$ cat src/rtl/branch_resolve_unit.sv
// Tracks BTB predictions from fetch until EX resolution, emits BTB updates and mispredict redirects.
// Optional performance counters are built only when BRU_PERF_CNT_EN is defined.
module branch_resolve_unit #(
  parameter int ADDR_WIDTH = 64,
  parameter int DEPTH      = 4,
  parameter int CNT_WIDTH  = 32
) (
  input  logic                  clk,
  input  logic                  reset,
  input  logic                  if_valid,
  output logic                  if_ready,
  input  logic [ADDR_WIDTH-1:0] if_pc,
  input  logic                  if_hit,
  input  logic [ADDR_WIDTH-1:0] if_pred_target,
  input  logic                  ex_valid,
  input  logic                  ex_is_branch,
  input  logic                  ex_taken,
  input  logic [ADDR_WIDTH-1:0] ex_target,
  output logic [ADDR_WIDTH-1:0] upd_pc,
  output logic                  upd_taken,
  output logic [ADDR_WIDTH-1:0] upd_target,
  output logic                  redirect_valid,
  output logic [ADDR_WIDTH-1:0] redirect_pc,
  output logic                  underflow_err,
  output logic [CNT_WIDTH-1:0]  perf_branches,
  output logic [CNT_WIDTH-1:0]  perf_mispredicts,
  output logic [CNT_WIDTH-1:0]  perf_btb_hits
);

  localparam int PTR_W = $clog2(DEPTH);
  localparam int CW    = PTR_W + 1;
  localparam logic [CW-1:0] DEPTH_C = CW'(DEPTH);

  typedef enum logic {RUN, FLUSH} state_t;

  state_t                state_reg;
  logic [PTR_W-1:0]      head_reg, tail_reg;
  logic [CW-1:0]         count_reg;
  logic [ADDR_WIDTH-1:0] pc_mem   [DEPTH];
  logic [ADDR_WIDTH-1:0] pred_mem [DEPTH];
  logic [DEPTH-1:0]      hit_mem;

  logic [ADDR_WIDTH-1:0] head_pc, head_pred, pred_next, actual_next;
  logic                  head_hit, resolved_taken, push, pop, mispredict;

  assign if_ready       = (state_reg == RUN) && (count_reg < DEPTH_C);
  assign head_pc        = pc_mem[head_reg];
  assign head_pred      = pred_mem[head_reg];
  assign head_hit       = hit_mem[head_reg];
  assign resolved_taken = ex_is_branch && ex_taken;
  assign pred_next      = head_hit ? head_pred : head_pc + ADDR_WIDTH'(4);
  assign actual_next    = resolved_taken ? ex_target : head_pc + ADDR_WIDTH'(4);
  assign push           = if_valid && if_ready;
  assign pop            = ex_valid && (count_reg != '0) && (state_reg == RUN);
  assign mispredict     = pop && (pred_next != actual_next);

  // Entry storage carries no reset; validity is tracked by count_reg alone.
  always_ff @(posedge clk) begin
    if (push && !mispredict) begin
      pc_mem[tail_reg]   <= if_pc;
      pred_mem[tail_reg] <= if_pred_target;
      hit_mem[tail_reg]  <= if_hit;
    end
  end

  always_ff @(posedge clk or posedge reset) begin
    if (reset) begin
      state_reg      <= RUN;
      head_reg       <= '0;
      tail_reg       <= '0;
      count_reg      <= '0;
      upd_pc         <= '0;
      upd_taken      <= 1'b0;
      upd_target     <= '0;
      redirect_valid <= 1'b0;
      redirect_pc    <= '0;
      underflow_err  <= 1'b0;
    end else begin
      upd_taken      <= 1'b0;
      redirect_valid <= 1'b0;
      case (state_reg)
        RUN: begin
          if (ex_valid && (count_reg == '0))
            underflow_err <= 1'b1;
          if (pop) begin
            upd_pc     <= head_pc;
            upd_target <= ex_target;
            upd_taken  <= resolved_taken;
          end
          if (mispredict) begin
            // Everything younger than the mispredicted head is wrong-path, including a same-cycle push.
            head_reg       <= '0;
            tail_reg       <= '0;
            count_reg      <= '0;
            redirect_pc    <= actual_next;
            redirect_valid <= 1'b1;
            state_reg      <= FLUSH;
          end else begin
            if (push) tail_reg <= tail_reg + PTR_W'(1);
            if (pop)  head_reg <= head_reg + PTR_W'(1);
            if (push && !pop)
              count_reg <= count_reg + CW'(1);
            else if (pop && !push)
              count_reg <= count_reg - CW'(1);
          end
        end
        default: state_reg <= RUN;
      endcase
    end
  end

`ifdef BRU_PERF_CNT_EN
  logic [CNT_WIDTH-1:0] branches_reg, mispredicts_reg, hits_reg;

  always_ff @(posedge clk or posedge reset) begin
    if (reset) begin
      branches_reg    <= '0;
      mispredicts_reg <= '0;
      hits_reg        <= '0;
    end else if (pop) begin
      if (ex_is_branch && (branches_reg != '1))
        branches_reg <= branches_reg + CNT_WIDTH'(1);
      if (mispredict && (mispredicts_reg != '1))
        mispredicts_reg <= mispredicts_reg + CNT_WIDTH'(1);
      if (head_hit && (hits_reg != '1))
        hits_reg <= hits_reg + CNT_WIDTH'(1);
    end
  end

  assign perf_branches    = branches_reg;
  assign perf_mispredicts = mispredicts_reg;
  assign perf_btb_hits    = hits_reg;
`else
  assign perf_branches    = '0;
  assign perf_mispredicts = '0;
  assign perf_btb_hits    = '0;
`endif

endmodule

$ cat config.mk
export PLATFORM = sky130hd
export DESIGN_NAME = branch_resolve_unit
export DESIGN_NICKNAME = d
export VERILOG_FILES = /design/src/rtl/branch_resolve_unit.sv
export SDC_FILE = /design/constraint.sdc
export NUM_CORES = 1
export LEC_CHECK = 0
export CAP_MARGIN = 20
export CORE_MARGIN = 5
export CORE_UTILIZATION = 55
export DETAILED_ROUTE_END_ITERATION = 10
export GPL_TIMING_DRIVEN = 1
export PLACE_DENSITY = 0.81
export SYNTH_ARGS = -nofsm -noshare
export SYNTH_HDL_FRONTEND = slang
export SYNTH_SLANG_ARGS = --single-unit
$ cat constraint.sdc
create_clock -name clk -period 18.2 [get_ports clk]
set_input_delay 2.73 -clock clk [delete_from_list [all_inputs] [get_ports clk]]
set_output_delay 2.73 -clock clk [all_outputs]
set_load 0.01 [all_outputs]
Word level (Yosys, flattened, before mapping)
Memories as Yosys holds them, arrays and structs flattened.
Cells that the tools add are included.
{"block": "classes", "bitwise_logic": 1, "n_mux": 20, "reduce_logical": 25, "addsub": 5, "n_eq_ne": 1, "order_cmp": 4}
{"cell": "$mux 64", "n": 2}
{"cell": "$add 64x3->64 const B", "n": 1}
{"cell": "$ne 64x64->1", "n": 1}
{"cell": "$reduce_and 2->1", "n": 6}
{"cell": "$logic_and 1x1->1", "n": 11}
{"cell": "$mux 3", "n": 3}
{"cell": "$mux 1", "n": 8}
{"cell": "$mux 2", "n": 4}
{"cell": "$lt 2x3->1 const B", "n": 2}
{"cell": "$reduce_bool 3->1", "n": 2}
{"cell": "$add 2x1->2 const B", "n": 2}
{"cell": "$bwmux 4", "n": 1}
{"cell": "$reduce_bool 2->1", "n": 2}
{"cell": "$add 3x1->3 const B", "n": 1}
{"cell": "$logic_not 1->1", "n": 3}
{"cell": "$logic_not 3->1", "n": 1}
{"cell": "$lt 3x3->1 const B", "n": 1}
{"cell": "$sub 3x1->3 const B", "n": 1}
{"cell": "$bmux 1 s2", "n": 1}
{"cell": "$demux 1 s2", "n": 1}
{"cell": "$ge 2x1->1 const B", "n": 1}
{"cell": "$not 1->1", "n": 1}
{"block": "word_totals", "mem_bits_rw": 512, "input_bits": 199, "mem_count": 2, "reg_bits": 206}
{"memory": "pc_mem", "depth": 4, "word_bits": 64, "rd": 1, "rd_ports_with_merged_regs": 0, "write_ports": 1, "line": "39", "source": "logic [ADDR_WIDTH-1:0] pc_mem [DEPTH];"}
{"memory": "pred_mem", "depth": 4, "word_bits": 64, "rd": 1, "rd_ports_with_merged_regs": 0, "write_ports": 1, "line": "40", "source": "logic [ADDR_WIDTH-1:0] pred_mem [DEPTH];"}

Longest topological paths before layout
Gate-level depths: netlist of run 1.
{"block": "logic_depth", "ltp_word": 9, "depth_mapped": 23, "depth_no_buf": 14}

Worst setup path after synthesis of run 1
OpenSTA, ideal clock, no wires.
{"block": "synth_timing", "kind": "input to register", "start": "input ex_is_branch", "end": "register hit_mem[0], enable pin", "arrival_ps": 8442, "setup_ps": 504, "cell_stages": 15, "required_time_ps": 17696, "path_slack_ps": 9254, "path_cell_list": "and2_1 -> clkbuf_1 -> nand2b_1 -> nor3_1 -> a32oi_1 -> o22ai_1 -> a211oi_1 -> nand4_1 -> or4_1 -> or4_1 -> nand4bb_4 -> o21ai_4 -> buf_6 -> buf_6 -> and3_1"}
{"block": "synth_via", "elab_chain_cells": 6}
{"item": "start: declaration", "line": "16", "source": "input logic ex_is_branch,"}
{"item": "$logic_and 1x1->1", "line": "50", "source": "assign resolved_taken = ex_is_branch && ex_taken;"}
{"item": "$mux 64", "line": "52", "source": "assign actual_next = resolved_taken ? ex_target : head_pc + ADDR_WIDTH'(4);"}
{"item": "$ne 64x64->1", "line": "55", "source": "assign mispredict = pop && (pred_next != actual_next);"}
{"item": "$logic_and 1x1->1", "line": "55"}
{"item": "$logic_not 1->1", "line": "59", "source": "if (push && !mispredict) begin"}
{"item": "$logic_and 1x1->1", "line": "59"}
{"item": "end signal: indexed assignment", "line": "62", "source": "hit_mem[tail_reg] <= if_hit;"}
{"item": "end: declaration", "line": "41", "source": "logic [DEPTH-1:0] hit_mem;"}
Every way passes these cells.
A chain may end at the register's enable or synchronous reset.

Final worst setup path of run 1
{"block": "layout_timing", "start": "register head_reg[0]", "end": "memory pc_mem[2][29], enable pin"}
{"block": "layout_via", "elab_chain_cells": 9, "elab_cells_between_ends": 13, "cone_classes": "add/sub (1); eq/ne (1); mux (6); reduce/logical (3); memory (2)"}
{"item": "start: declaration", "line": "37", "source": "logic [PTR_W-1:0] head_reg, tail_reg;"}
{"item": "start signal: assignment", "line": "100", "source": "if (pop) head_reg <= head_reg + PTR_W'(1);"}
{"item": "$mem_v2 4x64 / $bmux 1 s2 (equally long branches)"}
{"item": "$add 64x3->64 / $mux 1 (equally long branches)", "line": "51, 52, 49"}
{"item": "$mux 64 (on tied branches)", "line": "51, 52"}
{"item": "$ne 64x64->1 *", "line": "55"}
{"item": "$logic_and 1x1->1 *", "line": "55"}
{"item": "$logic_not 1->1 *", "line": "59"}
{"item": "$logic_and 1x1->1 *", "line": "59"}
{"item": "$mux 1 *", "line": "59"}
{"item": "$mux 1 (not written as such) *", "line": "60", "source": "pc_mem[tail_reg] <= if_pc;"}
{"item": "end: declaration", "line": "39"}
Mark *: on every way between the ends. The rest lies on a longest branch, timed or not. The select of a mux whose other input is x is not followed.

==> results of run 1 <==
==> layer usage <==
metal  vias up  global-route usage
li1       9983                   -
met4         6              0.1435
met5         -                   0
met1     12178              0.4672
met3       258             0.06833
met2      1560              0.5719
==> report_power, final <==
group,switching [mW],internal (mW)
Sequential,0.174,2.13
Clock,0.635,0.831
Combinational,1.00,0.727
Total,1.81,3.69
==> cell families after synthesis <==
| group | Yosys count | share of synthesized area |
|---|---|---|
| flip-flops | 718 | 0.6132 |
| XOR/XNOR | 166 | 0.04547 |
| buffers and inverters | 263 | 0.04823 |
| adder cells (fa/ha/maj) | 6 | 0.002464 |
| AND/OR/NAND/NOR | 877 | 0.1230 |
| other | 1 | 0.0001119 |
| AO/OA/AOI/OAI | 297 | 0.05854 |
| multiplexers | 200 | 0.1090 |
==> worst register-to-register path, delay by kind of cell (launching register included) <==
family	cells	cell delay (ns)
buffers and inverters	5	3.04
AND/OR/NAND/NOR	7	3.32
flip-flops	1	0.52
AO/OA/AOI/OAI	4	0.95
multiplexers	1	0.54
==> layout make-up <==
class	count	area, um2
Sequential cell	718	20560
Fill cell	4190	20380
Multi-Input combinational cell	1642	11760
Timing Repair Buffer	430	4214
Clock buffer	101	2064
Tap cell	782	978.4
Clock inverter	32	290.3
Inverter	25	101.3
Antenna cell	8	20.02
==> synthesized netlist by cell type, types with 19 or more instances <==
cell                       number  area, um2
sky130_fd_sc_hd__edfxtp_1     516      15490
sky130_fd_sc_hd__nand2_1      493       1851
sky130_fd_sc_hd__dfrtp_1      202       5055
sky130_fd_sc_hd__mux4_2       124       2793
sky130_fd_sc_hd__buf_4        107      803.3
sky130_fd_sc_hd__xnor2_1       97      849.6
sky130_fd_sc_hd__o21ai_0       94      470.5
sky130_fd_sc_hd__nor2_1        87      326.6
sky130_fd_sc_hd__clkbuf_1      75      281.5
sky130_fd_sc_hd__xor2_1        64      560.5
sky130_fd_sc_hd__nand4_1       55      344.1
sky130_fd_sc_hd__a21oi_1       53      265.3
sky130_fd_sc_hd__mux2_2        47      529.3
sky130_fd_sc_hd__nor3_1        46      230.2
sky130_fd_sc_hd__nand3_1       45      225.2
sky130_fd_sc_hd__buf_2         28      140.1
sky130_fd_sc_hd__a31oi_1       24      150.1
sky130_fd_sc_hd__inv_1         24      90.09
sky130_fd_sc_hd__nor4_1        23      143.9
sky130_fd_sc_hd__and3_1        19      118.9
sky130_fd_sc_hd__mux2i_1       19      190.2
==> worst paths after layout <==
kind,start,endpoint,cells after the start
hold / removal,upd_pc[0],upd_pc[0],2
hold reg to reg,upd_pc[0],upd_pc[0],2
setup / recovery,head_reg[0],pc_mem[2][29],17
min in group asynchronous,reset,upd_target[50],2
max in group asynchronous,reset,upd_pc[14],3
setup reg to reg,head_reg[0],pc_mem[2][29],17
==> out/qor.csv, run 1 <==
metric;value;unit
postRouteAntennaNets;0;
met2RoutedLength;57340;um
post-cts-setup-buffer-count;0;
timing.critical_path.to_type;register;
start_util;0.5553;
synth_async_sr_flop_share;0.2813;
worst_ep_arrival_time;9.14;ns
cts_hold_buffers;0;
grt_pass1_wl;168800;um
detailed_route_wire_length;118400;um
path_max_fanout;69;
post_place_setup_slack;9.121;ns
final.min_clock_period;8.909;ns
i_o_pin_count;491;
ys_warn_count;0;
gp_congestion;1.029;
placed_cells;3597;
power.static_leakage;14.24;nW
final_common_cell;sky130_fd_sc_hd__edfxtp_1;
cp_top_family;simple AND/OR/NAND/NOR gates;
insertion_delay;0.62;ns
run_status;complete, no violations;
cts.repair.resized;0;
post-route-drc-count;0;
detailedRoute.firstIterationViolations;3301;
highest_clock_frequency_the_design_can_meet;112.2;MHz
worst_ep_required_time;18.43;ns
path_cells;buf_4, buf_4, mux4_2, nand3_1, or4_1, and4b_1, a21boi_0, buf_4, o21ai_0, a41oi_1, or4_1, nor4_2, nand3_2, o21ai_4, buf_4, and3_4, buf_4;
grt_pass1_vias;23729;
biggestRegsByFlops;pc_mem x256, pred_mem x256;
maxSlewHeadroom;0.1583;
post_layout_nonfiller_instances;3738;
period_share;0.4895;
synth_enable_flop_cells;516;
postLayoutSetupSlackWorst;9.291;ns
synth_seq_area_share;0.6132;
met1_length;44120;um
timing.critical_path.from_type;register;
postLayoutCoreUtil;0.6624;
setup-violations-final;0;
cts_root_buf;sky130_fd_sc_hd__clkbuf_16;
top_layer_used;met5;
clk_path_buf_depth;3;
setup-tns-final;0;ns
dr_total_vias;23985;
tightestPinTransition;1.263;ns
crit_path_frequent_cell;sky130_fd_sc_hd__buf_4;
critPathBufInv;5;
clock_sinks;718;
die_x;256.9;um
globalRoute.totalOverflow;0;
holdCritPathClass;register to register;
antenna_found_initial;11;
synthesis.instances;2528;
most_used_cells_in_the_layout_excluding_fill_and_tap_cells;sky130_fd_sc_hd__edfxtp_1 (516), sky130_fd_sc_hd__nand2_1 (492), sky130_fd_sc_hd__clkdlybuf4s50_1 (394);
r2r_setup_slack;9.29;ns
cp_slowest_stage_delay;0.76;ns
die_area;65970;um2
irDropWorstVdd;0.1204;mV
hold_violations;0;
die_y;256.9;um
fin_skew;0.01828;ns
grt.total_usage;0.3496;
wl_per_cell;31.66;um
port_buffers;394;
core_area;60360;um2
power.density_cell_area;137.6;nW/um2
timing.final.max_slew_violations;0;
post_synth_instance_area;33510;um2
max_cap_violations;0;
dpl_cell_area;37610;um2
yosys.cell_types.count;91;
layout-drive-gt1-share;0.1201;
clkSlewWorstSetupHoldPaths;0.06;ns
hpwl;85850;um
fin_hold_ws;0.4699;ns
flow.area_growth_from_synthesis;19.30;%
met3_wire_length;11430;um
largest_net_degree_at_the_start_of_global_routing;94;
routed_via_density;6.417;
post_synth.cell_area_avg;13.26;um2
num_rows;90;
type_of_the_worst_setup_path;register to register;
yosys_most_used_dff;sky130_fd_sc_hd__edfxtp_1;
drt_pass1_iterations;6;
post-layout-total-power;5.500;mW
rsz_0062_raised_after_global_routing;false;
finalInstanceArea;39980;um2
register_bit_count_reported_by_yosys;718;
tritoncts;done;
cts.htree.levels;3;
cts_inserted_buffers;72;
fin_nets;3094;
critPathSlowestCell;sky130_fd_sc_hd__buf_4;
No activity file was read; power rests on OpenSTA's default activity.
==> run 2: changes to the inputs <==
clock period = 9.08 ns   (was 18.2 ns; I/O delays follow)
==> out/qor.csv, run 2 (same netlist as run 1, synthesis figures left out) <==
metric;value;unit;change
post_layout_nonfiller_instances;3758;;was 3738
timing.reg2reg.worst_path_depth;14;;was 17
die_area;65970;um2;unchanged
worst_ep_arrival_time;7.64;ns;was 9.14 ns
clkSlewWorstSetupHoldPaths;0.06;ns;about the same
final.min_clock_period;7.361;ns;was 8.909 ns
max_cap_violations;0;;unchanged
post-cts-setup-buffer-count;0;;unchanged
insertion_delay;0.64;ns;was 0.62 ns
drt_pass1_iterations;6;;unchanged
most_used_cells_in_the_layout_excluding_fill_and_tap_cells;sky130_fd_sc_hd__edfxtp_1 (516), sky130_fd_sc_hd__nand2_1 (492), sky130_fd_sc_hd__clkdlybuf4s50_1 (394);;unchanged
beginning_of_the_worst_hold_path;upd_target[58];;was upd_pc[0]
port_buffers;394;;unchanged
filler_cell_count;4180;;was 4190
worst_ep_required_time;9.36;ns;was 18.43 ns
die_x;256.9;um;unchanged
layout-drive-gt1-share;0.1237;;was 0.1201
fin_nets;3114;;was 3094
rsz_0062_raised_after_global_routing;false;;unchanged
cts_root_buf;sky130_fd_sc_hd__clkbuf_16;;unchanged
die_y;256.9;um;unchanged
detailedRoute.firstIterationViolations;3149;;was 3301
placed_cells;3616;;was 3597
cts.htree.levels;3;;unchanged
i_o_pin_count;491;;unchanged
critPathBufInv;2;;was 5
tightestPinTransition;1.061;ns;was 1.263 ns
holdPathEnd;upd_target[58];;was upd_pc[0]
period_share;0.8106;;was 0.4895
highest_clock_frequency_the_design_can_meet;135.9;MHz;was 112.2 MHz
power.static_leakage;14.38;nW;was 14.24 nW
globalRoute.totalOverflow;0;;unchanged
critPathSlowestCell;sky130_fd_sc_hd__dfrtp_4;;was sky130_fd_sc_hd__buf_4
num_rows;90;;unchanged
core_area;60360;um2;unchanged
grt.total_usage;0.3556;;was 0.3496
maxSlewHeadroom;0.2930;;was 0.1583
tritoncts;done;;unchanged
post-route-drc-count;0;;unchanged
flow.area_growth_from_synthesis;20.18;%;was 19.30%
holdCritPathClass;register to register;;unchanged
setup-violations-final;0;;unchanged
timing.critical_path.to_type;register;;unchanged
cts_hold_buffers;0;;unchanged
hold_violations;0;;unchanged
final_common_cell;sky130_fd_sc_hd__edfxtp_1;;unchanged
run_status;complete, no violations;;unchanged
timing.rr.start;head_reg[0];;unchanged
grt_pass1_vias;23861;;was 23729
biggestRegsByFlops;pc_mem x256, pred_mem x256;;unchanged
wl_per_cell;31.85;um;was 31.66 um
setup-tns-final;0;ns;unchanged
largest_net_degree_at_the_start_of_global_routing;99;;was 94
cp_top_family;simple AND/OR/NAND/NOR gates;;unchanged
dr_total_vias;24188;;was 23985
path_max_fanout;52;;was 69
endpoint_of_the_worst_slack_reg_to_reg_timing_path;pc_mem[3][34];;was pc_mem[2][29]
irDropWorstVdd;0.2308;mV;was 0.1204 mV
start_util;0.5553;;unchanged
timing.critical_path.from_type;register;;unchanged
detailed_route_wire_length;119700;um;was 118400 um
fin_skew;0.04908;ns;was 0.01828 ns
gp_congestion;1.004;;was 1.029
clock_sinks;718;;unchanged
timing.final.max_slew_violations;0;;unchanged
cts_inserted_buffers;72;;unchanged
routed_via_density;6.436;;was 6.417
postRouteAntennaNets;0;;unchanged
type_of_the_worst_setup_path;register to register;;unchanged
cts.repair.resized;0;;unchanged
path_cells;buf_12, mux4_2, nand3_1, or4_1, nand4b_1, and2_1, o21ai_0, nand4_1, or4_1, nor4_2, nand3_2, o21ai_4, and3_4, buf_12;;was buf_4, buf_4, mux4_2, nand3_1, or4_1, and4b_1, a21boi_0, buf_4, o21ai_0, a41oi_1, or4_1, nor4_2, nand3_2, o21ai_4, buf_4, and3_4, buf_4
antenna_found_initial;8;;was 11
grt_pass1_wl;171800;um;was 168800 um
cp_slowest_stage_delay;1.04;ns;was 0.76 ns
hpwl;87250;um;was 85850 um
clk_path_buf_depth;3;;unchanged
critical_path_depth;14;;was 17
r2r_setup_slack;1.72;ns;was 9.29 ns
timing.hold.worst_path_depth;2;;unchanged
power.density_cell_area;274.1;nW/um2;was 137.6 nW/um2
==> run 2: worst max-delay path by stage <==
stage / from / slack (ns) / to
floorplan: head_reg[0] / 0.96 / hit_mem[0]
global placement: head_reg[0] / 1.90 / pc_mem[3][31]
detailed placement: head_reg[0] / 1.79 / pc_mem[3][29]
CTS: head_reg[0] / 1.77 / pc_mem[3][51]
global route: head_reg[0] / 1.40 / pc_mem[3][26]
finish: head_reg[0] / 1.72 / pc_mem[3][34]
==> run 2: cell type report <==
| type | instances | area (um2) | area share |
|---|---|---|---|
| clock inverter | 34 | 316.6 | 0.007859 |
| timing repair buffer | 450 | 4509 | 0.1120 |
| multi-input combinational | 1642 | 11760 | 0.2919 |
| tap | 782 | 978.4 | 0.02429 |
| inverter | 25 | 101.3 | 0.002516 |
| sequential | 718 | 20560 | 0.5104 |
| clock buffer | 99 | 2037 | 0.05057 |
| antenna | 8 | 20.02 | 0.0004970 |
==> run 2: through the flow <==
| stage | cell area, um2 | total power [mW] | hold WS (ns) | setup slack [ns] | util |
|---|---|---|---|---|---|
| after detailed placement | 37880 | 8.090 | 0.4625 | 1.787 | 0.6276 |
| after global routing | 40270 | 11.48 | 0.4928 | 1.398 | 0.6672 |
| after global placement | 37880 | 7.991 | 0.4537 | 1.900 | 0.6276 |
| after floorplan | 33870 | 6.333 | 0.5032 | 0.9554 | - |
| after CTS | 40230 | 11.04 | 0.4764 | 1.768 | 0.6665 |
| final | 40280 | 11.04 | 0.4715 | 1.719 | 0.6673 |
==> run 2: worst register-to-register path: stages, from the launching register on <==
cell	delay, ns
sky130_fd_sc_hd__dfrtp_4	1.04
sky130_fd_sc_hd__buf_12	0.50
sky130_fd_sc_hd__mux4_2	0.44
sky130_fd_sc_hd__nand3_1	0.42
sky130_fd_sc_hd__or4_1	0.77
sky130_fd_sc_hd__nand4b_1	0.43
sky130_fd_sc_hd__and2_1	0.29
sky130_fd_sc_hd__o21ai_0	0.41
sky130_fd_sc_hd__nand4_1	0.28
sky130_fd_sc_hd__or4_1	0.58
sky130_fd_sc_hd__nor4_2	0.52
sky130_fd_sc_hd__nand3_2	0.24
sky130_fd_sc_hd__o21ai_4	0.28
sky130_fd_sc_hd__and3_4	0.44
sky130_fd_sc_hd__buf_12	0.35
==> run 2: per-layer routing <==
metal / global-route usage / vias to the layer above / share of wire
li1: - / 10018 / -
met1: 0.4742 / 12287 / 0.38
met2: 0.5808 / 1613 / 0.48
met3: 0.06912 / 268 / 0.094
met4: 0.1497 / 2 / 0.051
met5: 0 / - / 0.00011
==> run 2: where the power goes <==
| part | total, mW | internal [mW] | switching (mW) |
|---|---|---|---|
| clock network | 2.94 | 1.65 | 1.28 |
| logic | 3.49 | 1.49 | 2.00 |
| registers | 4.61 | 4.27 | 0.341 |
| total | 11.0 | 7.42 | 3.62 |
